**config.mk**
```make
export PLATFORM = sky130hd
export DESIGN_NAME = caesar_seq_ctrl_flat
export DESIGN_NICKNAME = d
export VERILOG_FILES = /design/src/rtl/caesar_seq_ctrl_if.sv /design/src/rtl/caesar_seq_ctrl.sv /design/src/flat_wrapper.sv
export SDC_FILE = /design/constraint.sdc
export NUM_CORES = 1
export LEC_CHECK = 0
export BUFFER_PORTS_ARGS = -buffer_cell sky130_fd_sc_hd__buf_4
export CAP_MARGIN = 20
export CORE_ASPECT_RATIO = 1.5
export CORE_MARGIN = 1.5
export CORE_UTILIZATION = 63
export DETAILED_ROUTE_END_ITERATION = 10
export PLACE_DENSITY = 0.83
export SETUP_SLACK_MARGIN = 0.5
export SYNTH_ARGS = -nofsm -noshare
export SYNTH_HDL_FRONTEND = slang
export SYNTH_SLANG_ARGS = --single-unit
```
**constraint.sdc**
```tcl
create_clock -name clk -period 4.8 [get_ports clk]
set_input_delay 0.96 -clock clk [delete_from_list [all_inputs] [get_ports clk]]
set_output_delay 0.96 -clock clk [all_outputs]
set_load 0.03 [all_outputs]
```
**src/rtl/caesar_seq_ctrl_if.sv**
```systemverilog
// Load/readout signal bundle for caesar_seq_ctrl.
// Carries the decrypt request only when CAESAR_DECRYPT_EN is defined.
interface caesar_seq_ctrl_if;
  logic       go;
  logic [4:0] letter_in;
  logic [1:0] shift_in;
`ifdef CAESAR_DECRYPT_EN
  logic       decrypt;
`endif
  logic       out_ready;
  logic [4:0] cipher_out;
  logic       out_valid;
  logic [2:0] out_index;
  logic       busy;
  logic       err;

  modport master (
`ifdef CAESAR_DECRYPT_EN
    output decrypt,
`endif
    output go, letter_in, shift_in, out_ready,
    input  cipher_out, out_valid, out_index, busy, err
  );

  modport slave (
`ifdef CAESAR_DECRYPT_EN
    input  decrypt,
`endif
    input  go, letter_in, shift_in, out_ready,
    output cipher_out, out_valid, out_index, busy, err
  );
endinterface

```
**src/rtl/caesar_seq_ctrl.sv**
```systemverilog
// Caesar cipher sequencer: loads a message letter-by-letter, shifts it in place, reads it out.
// Optional decryption mode is enabled by defining CAESAR_DECRYPT_EN.
module caesar_seq_ctrl #(
  parameter int unsigned NUM_LETTERS = 6
) (
  input logic             clk,
  input logic             resetn,
  caesar_seq_ctrl_if.slave bus
);

  typedef enum logic [1:0] {StIdle, StLoad, StShift, StReadout} state_e;

  localparam logic [2:0] LastIdx = 3'(NUM_LETTERS - 1);

  state_e     state_q, state_d;
  logic [2:0] wr_ptr_q, wr_ptr_d;
  logic [2:0] rd_ptr_q, rd_ptr_d;
  logic [1:0] shift_q, shift_d;
  logic       err_q, err_d;
  logic       go_q;
`ifdef CAESAR_DECRYPT_EN
  logic       dec_q, dec_d;
`endif

  logic [4:0] mem_q [8];
  logic       mem_we;
  logic [2:0] mem_addr;
  logic [4:0] mem_wdata;

  logic       go_rise;
  logic       letter_ok;
  logic [5:0] sum;
  logic [4:0] shifted;

  assign go_rise   = bus.go & ~go_q;
  assign letter_ok = (bus.letter_in <= 5'd25);

  // 6-bit sum keeps the carry so 25+3 reduces to 2 instead of overflowing.
  always_comb begin
    sum = {1'b0, mem_q[rd_ptr_q]} + {4'd0, shift_q};
`ifdef CAESAR_DECRYPT_EN
    if (dec_q) sum = {1'b0, mem_q[rd_ptr_q]} + 6'd26 - {4'd0, shift_q};
`endif
    shifted = (sum >= 6'd26) ? 5'(sum - 6'd26) : sum[4:0];
  end

  always_comb begin
    state_d   = state_q;
    wr_ptr_d  = wr_ptr_q;
    rd_ptr_d  = rd_ptr_q;
    shift_d   = shift_q;
    err_d     = err_q;
    mem_we    = 1'b0;
    mem_addr  = wr_ptr_q;
    mem_wdata = bus.letter_in;
`ifdef CAESAR_DECRYPT_EN
    dec_d     = dec_q;
`endif
    unique case (state_q)
      StIdle, StLoad: begin
        if (go_rise) begin
          if (state_q == StIdle) begin
            shift_d = bus.shift_in;
`ifdef CAESAR_DECRYPT_EN
            dec_d   = bus.decrypt;
`endif
            state_d = StLoad;
          end
          if (letter_ok) begin
            mem_we = 1'b1;
            if (wr_ptr_q == LastIdx) begin
              wr_ptr_d = 3'd0;
              state_d  = StShift;
            end else begin
              wr_ptr_d = wr_ptr_q + 3'd1;
            end
          end else begin
            err_d = 1'b1;
          end
        end
      end
      StShift: begin
        mem_we    = 1'b1;
        mem_addr  = rd_ptr_q;
        mem_wdata = shifted;
        if (rd_ptr_q == LastIdx) begin
          rd_ptr_d = 3'd0;
          state_d  = StReadout;
        end else begin
          rd_ptr_d = rd_ptr_q + 3'd1;
        end
      end
      StReadout: begin
        if (bus.out_ready) begin
          if (rd_ptr_q == LastIdx) begin
            rd_ptr_d = 3'd0;
            state_d  = StIdle;
          end else begin
            rd_ptr_d = rd_ptr_q + 3'd1;
          end
        end
      end
      default: state_d = StIdle;
    endcase
  end

  always_ff @(posedge clk) begin
    if (!resetn) begin
      state_q  <= StIdle;
      wr_ptr_q <= 3'd0;
      rd_ptr_q <= 3'd0;
      shift_q  <= 2'd0;
      err_q    <= 1'b0;
      go_q     <= 1'b0;
`ifdef CAESAR_DECRYPT_EN
      dec_q    <= 1'b0;
`endif
    end else begin
      state_q  <= state_d;
      wr_ptr_q <= wr_ptr_d;
      rd_ptr_q <= rd_ptr_d;
      shift_q  <= shift_d;
      err_q    <= err_d;
      go_q     <= bus.go;
`ifdef CAESAR_DECRYPT_EN
      dec_q    <= dec_d;
`endif
    end
  end

  // Message buffer needs no reset: every slot is written before it is read.
  always_ff @(posedge clk) begin
    if (mem_we) mem_q[mem_addr] <= mem_wdata;
  end

  // Outputs are forced low combinationally while reset is held.
  assign bus.out_valid  = resetn && (state_q == StReadout);
  assign bus.cipher_out = bus.out_valid ? mem_q[rd_ptr_q] : 5'd0;
  assign bus.out_index  = bus.out_valid ? rd_ptr_q : 3'd0;
  assign bus.busy       = resetn && (state_q != StIdle);
  assign bus.err        = resetn && err_q;

endmodule

```
**src/flat_wrapper.sv**
```systemverilog
// flat-port wrapper written by rule: the top's interface ports become plain ports
module caesar_seq_ctrl_flat 
#(
  parameter int unsigned NUM_LETTERS = 6
)
  (clk, resetn, bus_go, bus_letter_in, bus_shift_in, bus_out_ready, bus_cipher_out, bus_out_valid, bus_out_index, bus_busy, bus_err);
  caesar_seq_ctrl_if bus_i ();
  input logic clk;
  input logic resetn;
  input wire logic [$bits(bus_i.go)-1:0] bus_go;
  input wire logic [$bits(bus_i.letter_in)-1:0] bus_letter_in;
  input wire logic [$bits(bus_i.shift_in)-1:0] bus_shift_in;
  input wire logic [$bits(bus_i.out_ready)-1:0] bus_out_ready;
  output wire logic [$bits(bus_i.cipher_out)-1:0] bus_cipher_out;
  output wire logic [$bits(bus_i.out_valid)-1:0] bus_out_valid;
  output wire logic [$bits(bus_i.out_index)-1:0] bus_out_index;
  output wire logic [$bits(bus_i.busy)-1:0] bus_busy;
  output wire logic [$bits(bus_i.err)-1:0] bus_err;
  assign bus_i.go = bus_go;
  assign bus_i.letter_in = bus_letter_in;
  assign bus_i.shift_in = bus_shift_in;
  assign bus_i.out_ready = bus_out_ready;
  assign bus_cipher_out = bus_i.cipher_out;
  assign bus_out_valid = bus_i.out_valid;
  assign bus_out_index = bus_i.out_index;
  assign bus_busy = bus_i.busy;
  assign bus_err = bus_i.err;
  caesar_seq_ctrl #(.NUM_LETTERS(NUM_LETTERS)) u_core (.clk(clk), .resetn(resetn), .bus(bus_i));
endmodule
```
==> flow_summary.json, run 1 <==
{
  "drive_gt1_share_pct": 17.37,
  "area_growth_pct": 9.705,
  "slew_violations": 0,
  "synthCells": 217,
  "fin_cells": 281,
  "grt_pass1_wl_mm": 8.652,
  "clockBufferDepth": 2,
  "avgRoutedWirePerCell_um": 19.65,
  "path_class": "reg -> reg",
  "min_period_over_period_pct": 82.75,
  "ys_async_sr_fraction_pct": 0,
  "ant_nets": 0,
  "worst_ep_required_time_ps": 4790,
  "syn_area_per_cell_um2": 12.30,
  "synth_ff_type": "edfxtp_1",
  "mostFrequentLayoutCell": "edfxtp_1",
  "synth-xor-area-share_pct": 0.9845,
  "drc": 0,
  "endpoint_kind": "register",
  "p_leak_nw": 1.008,
  "synth_area_mm2": 0.002669,
  "hp-class": "reg -> reg",
  "crit_family": "multiplexers",
  "syn_nets": 231,
  "dpl.cell_count": 273,
  "max_freq_mhz": 251.7,
  "grt_start_max_net_pins": 17,
  "wl_mm": 5.522,
  "synth_compound_area_share_pct": 11.81,
  "numCtsBuffers": 5,
  "placed_area_mm2": 0.002833,
  "cts_tree": "done",
  "postCtsHoldBufs": 0,
  "pin_count": 22,
  "cp_max_fo": 12,
  "min_period_ps": 3972,
  "synth_fa_ha_area_share_pct": 1.688,
  "diodes": 0,
  "reg2regPathDepth": 8,
  "vias": 1808,
  "drt_first_iter_violations": 91,
  "setup_violations": 0,
  "cp-start-kind": "register",
  "synth_cell_types": 51,
  "grt_pass1_vias": 1738,
  "powerDensity_mw_per_mm2": 294.7,
  "worstSetupPathDepth": 8,
  "yosysSeqAreaShare_pct": 56.26,
  "peakVddDrop_v": 0.0002426,
  "die_w_um": 56.14,
  "final_cell_mix": "40 x edfxtp_1, 25 x nor2_1, 21 x buf_4, 17 x nand2_1, 15 x dfxtp_1",
  "io_buffers": 21,
  "dp_hpwl_mm": 4.040,
  "synth_top_family_by_area": "simple AND/OR/NAND/NOR gates",
  "worst_path_max_delay_cell": "dfxtp_1",
  "grt_usage_pct": 25.48,
  "antenna_found_initial": 0,
  "final_cell_area_mm2": 0.002928,
  "finalSetupTns_ps": 0,
  "dieArea_mm2": 0.004644,
  "post_cts_buffers": 0,
  "place.gp.congestion": 0.9089,
  "hold_depth": 1,
  "grt_overflow": 0,
  "ctsResizeCount": 0,
  "h-tree-depth": 2,
  "cts_root_buf": "clkbuf_8",
  "crit_arrival_ps": 3960,
  "path_cells": "mux4_1, mux2_2, ha_1, fa_1, nand2b_1, a21oi_1, a311oi_1, o31ai_1",
  "cap_violations": 0,
  "status": "complete, no violations",
  "start_util_pct": 66.82,
  "vias_per_cell": 6.434,
  "clock_sinks": 55,
  "synth-edff-count": 40,
  "skew_ps": 10.08,
  "critPathMaxStageDelay_ps": 760,
  "rsz0062_at_grt": "false",
  "r2r_setup_slack_ps": 830,
  "ys_warn_count": 0,
  "critPathBufInv": 0,
  "rows": 28,
  "synthSimpleGateAreaFrac_pct": 14.72,
  "path_clk_slew_ps": 100,
  "die_h_um": 82.72,
  "tightest_slew_ps": 908.5,
  "synth-seq-cells": 55,
  "worstSkewPairLatency_ps": 310,
  "synthMuxAreaShare_pct": 11.95,
  "coreArea_mm2": 0.003994,
  "finalHoldViolCount": 0,
  "drt_first_pass_iters": 4,
  "maxSlewHeadroom_pct": 39.31,
  "finalNetCount": 249
}
==> synth_stat cells (3+ instances only) <==
library cell | count | share of area (%)
a21boi_0 | 6 | 1.7
a21oi_1 | 12 | 2.3
a31oi_1 | 4 | 0.94
and2_1 | 8 | 1.9
clkbuf_1 | 5 | 0.70
dfxtp_1 | 15 | 11
edfxtp_1 | 40 | 45
inv_1 | 5 | 0.70
mux2_2 | 3 | 1.3
mux2i_1 | 3 | 1.1
mux4_1 | 6 | 5.9
nand2_1 | 17 | 2.4
nand3_1 | 3 | 0.56
nor2_1 | 25 | 3.5
nor2b_1 | 8 | 1.9
nor3b_1 | 5 | 1.4
o21a_1 | 3 | 0.84
o21ai_0 | 4 | 0.75
xnor2_1 | 3 | 0.98
==> flip-flops by register name (all words and copies together), names as in the netlist, named ones only <==
register	cells
u_core.mem_q	40
u_core.state_q	2
u_core.err_q	1
u_core.shift_q	2
u_core.rd_ptr_q	3
u_core.wr_ptr_q	3
u_core.go_q	1
==> power breakdown <==
group,total (mW),internal (mW),switching [mW]
Sequential,0.524,0.518,0.00584
Combinational,0.0730,0.0300,0.0430
Clock,0.266,0.119,0.147
==> kinds of logic after synthesis <==
logic type	count (synthesis)
simple gates	78
flops	55
compound gates	46
mux	17
buf+inv	15
xor+xnor	3
fa+ha+maj	3
==> stage by stage <==
stage | worst slack [ps] | power (mW) | hold WS (ps) | utilization, %
after global routing | 646.9 | 0.8899 | 491.0 | 73.31
final | 827.8 | 0.8629 | 473.9 | 73.31
after CTS | 862.0 | 0.8620 | 470.0 | 73.31
after global placement | 1071 | 0.6044 | 442.5 | 70.93
after floorplan | 1582 | 0.5839 | 432.2 | -
after detailed placement | 875.6 | 0.6066 | 449.0 | 70.93
==> layer usage <==
metal | GRT usage (%) | up-vias | part of all wire [%]
met5 | 0 | - | 0
met4 | 8.333 | 0 | 1.8
met3 | 3.894 | 13 | 5.0
met2 | 46.82 | 78 | 55
met1 | 30.80 | 866 | 39
li1 | - | 851 | -
==> final timing paths <==
check / from / to
min: u_core.err_q / u_core.err_q
max reg2reg: register / u_core.mem_q[7][4]
min reg2reg: u_core.err_q / u_core.err_q
max: register / u_core.mem_q[7][4]
==> area by class of cell <==
class,count,area [µm²]
sequential,55,1501
multi-input combinational,147,1099
fill,285,1066
timing repair buffer,21,157.7
clock buffer,7,86.33
tap,45,56.30
inverter,5,18.77
clock inverter,1,8.758
No activity file was read; power rests on OpenSTA's default activity.
==> run 2: changes to the inputs <==
--- a/config.mk
+++ b/config.mk
@@ -9,9 +9,9 @@
 export CAP_MARGIN = 20
 export CORE_ASPECT_RATIO = 1.5
 export CORE_MARGIN = 1.5
-export CORE_UTILIZATION = 63
+export CORE_UTILIZATION = 53
 export DETAILED_ROUTE_END_ITERATION = 10
-export PLACE_DENSITY = 0.83
+export PLACE_DENSITY = 0.75
 export SETUP_SLACK_MARGIN = 0.5
 export SYNTH_ARGS = -nofsm -noshare
 export SYNTH_HDL_FRONTEND = slang
==> constraint.sdc (replaced) <==
create_clock -name clk -period 3.5 [get_ports clk]
set_input_delay 0.7 -clock clk [delete_from_list [all_inputs] [get_ports clk]]
set_output_delay 0.7 -clock clk [all_outputs]
set_load 0.03 [all_outputs]
==> run 2 against run 1 <==
  * Combinational power rose by 73%
  * Sequential share of layout area fell by 3.7 points
  * Global-route usage fell by 2.5 points
  * Flip-flop and latch count did not move
  * Final cell count rose by 12%
  * Wire length rose by 3.5%
  * Die area rose by 18%
  * First-iteration DRC count fell by 23%
  * Clock skew rose by 4.7 ps
  * Core utilization fell by 8.1 points
  * Non-clock buffer count rose by 13
  * Clock-buffer cell count fell by 2
  * Critical path type unchanged
==> flow_summary.json, run 2 (synthesis results as in run 1) <==
{
  "status": "complete, no violations",
  "skew_ps": 14.78,
  "drive_gt1_share_pct": 29.32,
  "grt_start_max_net_pins": 19,
  "dieArea_mm2": 0.005479,
  "hp-class": "reg -> reg",
  "drc": 0,
  "final_cell_area_mm2": 0.003162,
  "fin_cells": 315,
  "numCtsBuffers": 5,
  "postCtsHoldBufs": 0,
  "min_period_ps": 2997,
  "rsz0062_at_grt": "true",
  "die_h_um": 89.91,
  "critPathBufInv": 2,
  "tightest_slew_ps": 719.2,
  "vias": 1845,
  "crit_family": "multiplexers",
  "setup_violations": 0,
  "critPathMaxStageDelay_ps": 540,
  "rows": 31,
  "whs_ps": 465.7,
  "cp-start-kind": "register",
  "dpl.cell_count": 299,
  "maxSlewHeadroom_pct": 51.87,
  "p_leak_nw": 1.090,
  "peakVddDrop_v": 0.0003647,
  "die_w_um": 60.94,
  "area_growth_pct": 18.47,
  "dp_hpwl_mm": 4.070,
  "coreArea_mm2": 0.004848,
  "mostFrequentLayoutCell": "edfxtp_1",
  "grt_pass1_vias": 1773,
  "worst_ep_required_time_ps": 3530,
  "cp_max_fo": 8,
  "pin_count": 22,
  "timing.final.ws_setup_ps": 502.8,
  "antenna_found_initial": 0,
  "powerDensity_mw_per_mm2": 380.0,
  "clock_sinks": 55,
  "final_cell_mix": "40 x edfxtp_1, 31 x buf_4, 24 x nor2_1, 17 x nand2_1, 14 x dfxtp_1",
  "finalNetCount": 262,
  "worstSkewPairLatency_ps": 320,
  "grt_overflow": 0,
  "finalHoldViolCount": 0,
  "path_clk_slew_ps": 100,
  "diodes": 0,
  "slew_violations": 0,
  "place.gp.congestion": 0.8834,
  "io_buffers": 21,
  "largest_register": "u_core.mem_q",
  "crit_arrival_ps": 3030,
  "final_util_pct": 65.21,
  "grt_pass1_wl_mm": 8.894,
  "ant_nets": 0,
  "start_util_pct": 55.05,
  "fill_cells": 360,
  "vias_per_cell": 5.857,
  "endpoint_kind": "register",
  "min_period_over_period_pct": 85.63,
  "finalSetupTns_ps": 0,
  "clockBufferDepth": 2,
  "place_ws_ps": 271.4,
  "cts_tree": "done",
  "placed_area_mm2": 0.002939,
  "drt_first_iter_violations": 70,
  "avgRoutedWirePerCell_um": 18.15,
  "path_cells": "buf_4, mux4_1, mux2_4, fa_2, buf_6, o311a_4, a21oi_2, a31oi_4",
  "wl_mm": 5.716,
  "path_class": "reg -> reg",
  "power_mw": 1.201,
  "top_regs": "u_core.mem_q: 40 flops, u_core.rd_ptr_q: 3 flops, u_core.wr_ptr_q: 3 flops",
  "grt_usage_pct": 22.98,
  "h-tree-depth": 2,
  "max_freq_mhz": 333.6,
  "r2r_setup_slack_ps": 500,
  "drt_first_pass_iters": 4,
  "worst_path_max_delay_cell": "mux4_1",
  "cts_root_buf": "clkbuf_8",
  "cap_violations": 0,
  "largest_reg_flops": 40
}
## run 2: changes by cell type in the layout (fill, tap and decap cells not counted), sizes merged
cell,change
clkinvlp,+1
buf,+13
clkbuf,-2
inv,+1
## run 2: path summary, 6_finish.rpt
check        cells after the start                  to          from
max                              8  u_core.mem_q[2][2]      register
min reg2reg                      1        u_core.err_q  u_core.err_q
max reg2reg                      8  u_core.mem_q[2][2]      register
min                              1        u_core.err_q  u_core.err_q
## run 2: final cells by class
| class | count | area, µm² | area share [%] |
|---|---|---|---|
| inverter | 5 | 18.77 | 0.5936 |
| clock buffer | 5 | 68.82 | 2.176 |
| clock inverter | 3 | 23.77 | 0.7519 |
| timing repair buffer | 34 | 266.5 | 8.429 |
| multi-input combinational | 147 | 1196 | 37.83 |
| tap | 66 | 82.58 | 2.612 |
| sequential | 55 | 1505 | 47.61 |
## run 2: worst register-to-register path, stage by stage, from the launching register on
cell,delay (ps)
dfxtp_4,430
buf_4,130
mux4_1,540
mux2_4,300
fa_2,500
buf_6,160
o311a_4,360
a21oi_2,150
a31oi_4,140
## run 2: what timing repair did
item / in CTS / in global routing
buffers inserted: 8 / 0
setup endpoints to repair: 33 / 33
resized for setup: 6 / 10
pin swaps: 6 / 3
## run 2: power breakdown
group | internal, mW | leakage [nW] | total [mW] | switching, mW
Sequential | 0.709 | 0.485 | 0.718 | 0.00815
Combinational | 0.0574 | 0.559 | 0.126 | 0.0684
Clock | 0.145 | 0.0461 | 0.358 | 0.213
Total | 0.911 | 1.09 | 1.20 | 0.290
## run 2: metal layers
metal / GRT usage, % / vias up / wire length (µm)
met3: 3.885 / 16 / 233
li1: - / 876 / -
met4: 8.514 / 0 / 163
met1: 27.09 / 888 / 2166
met2: 40.14 / 65 / 3152
met5: 0 / - / 0
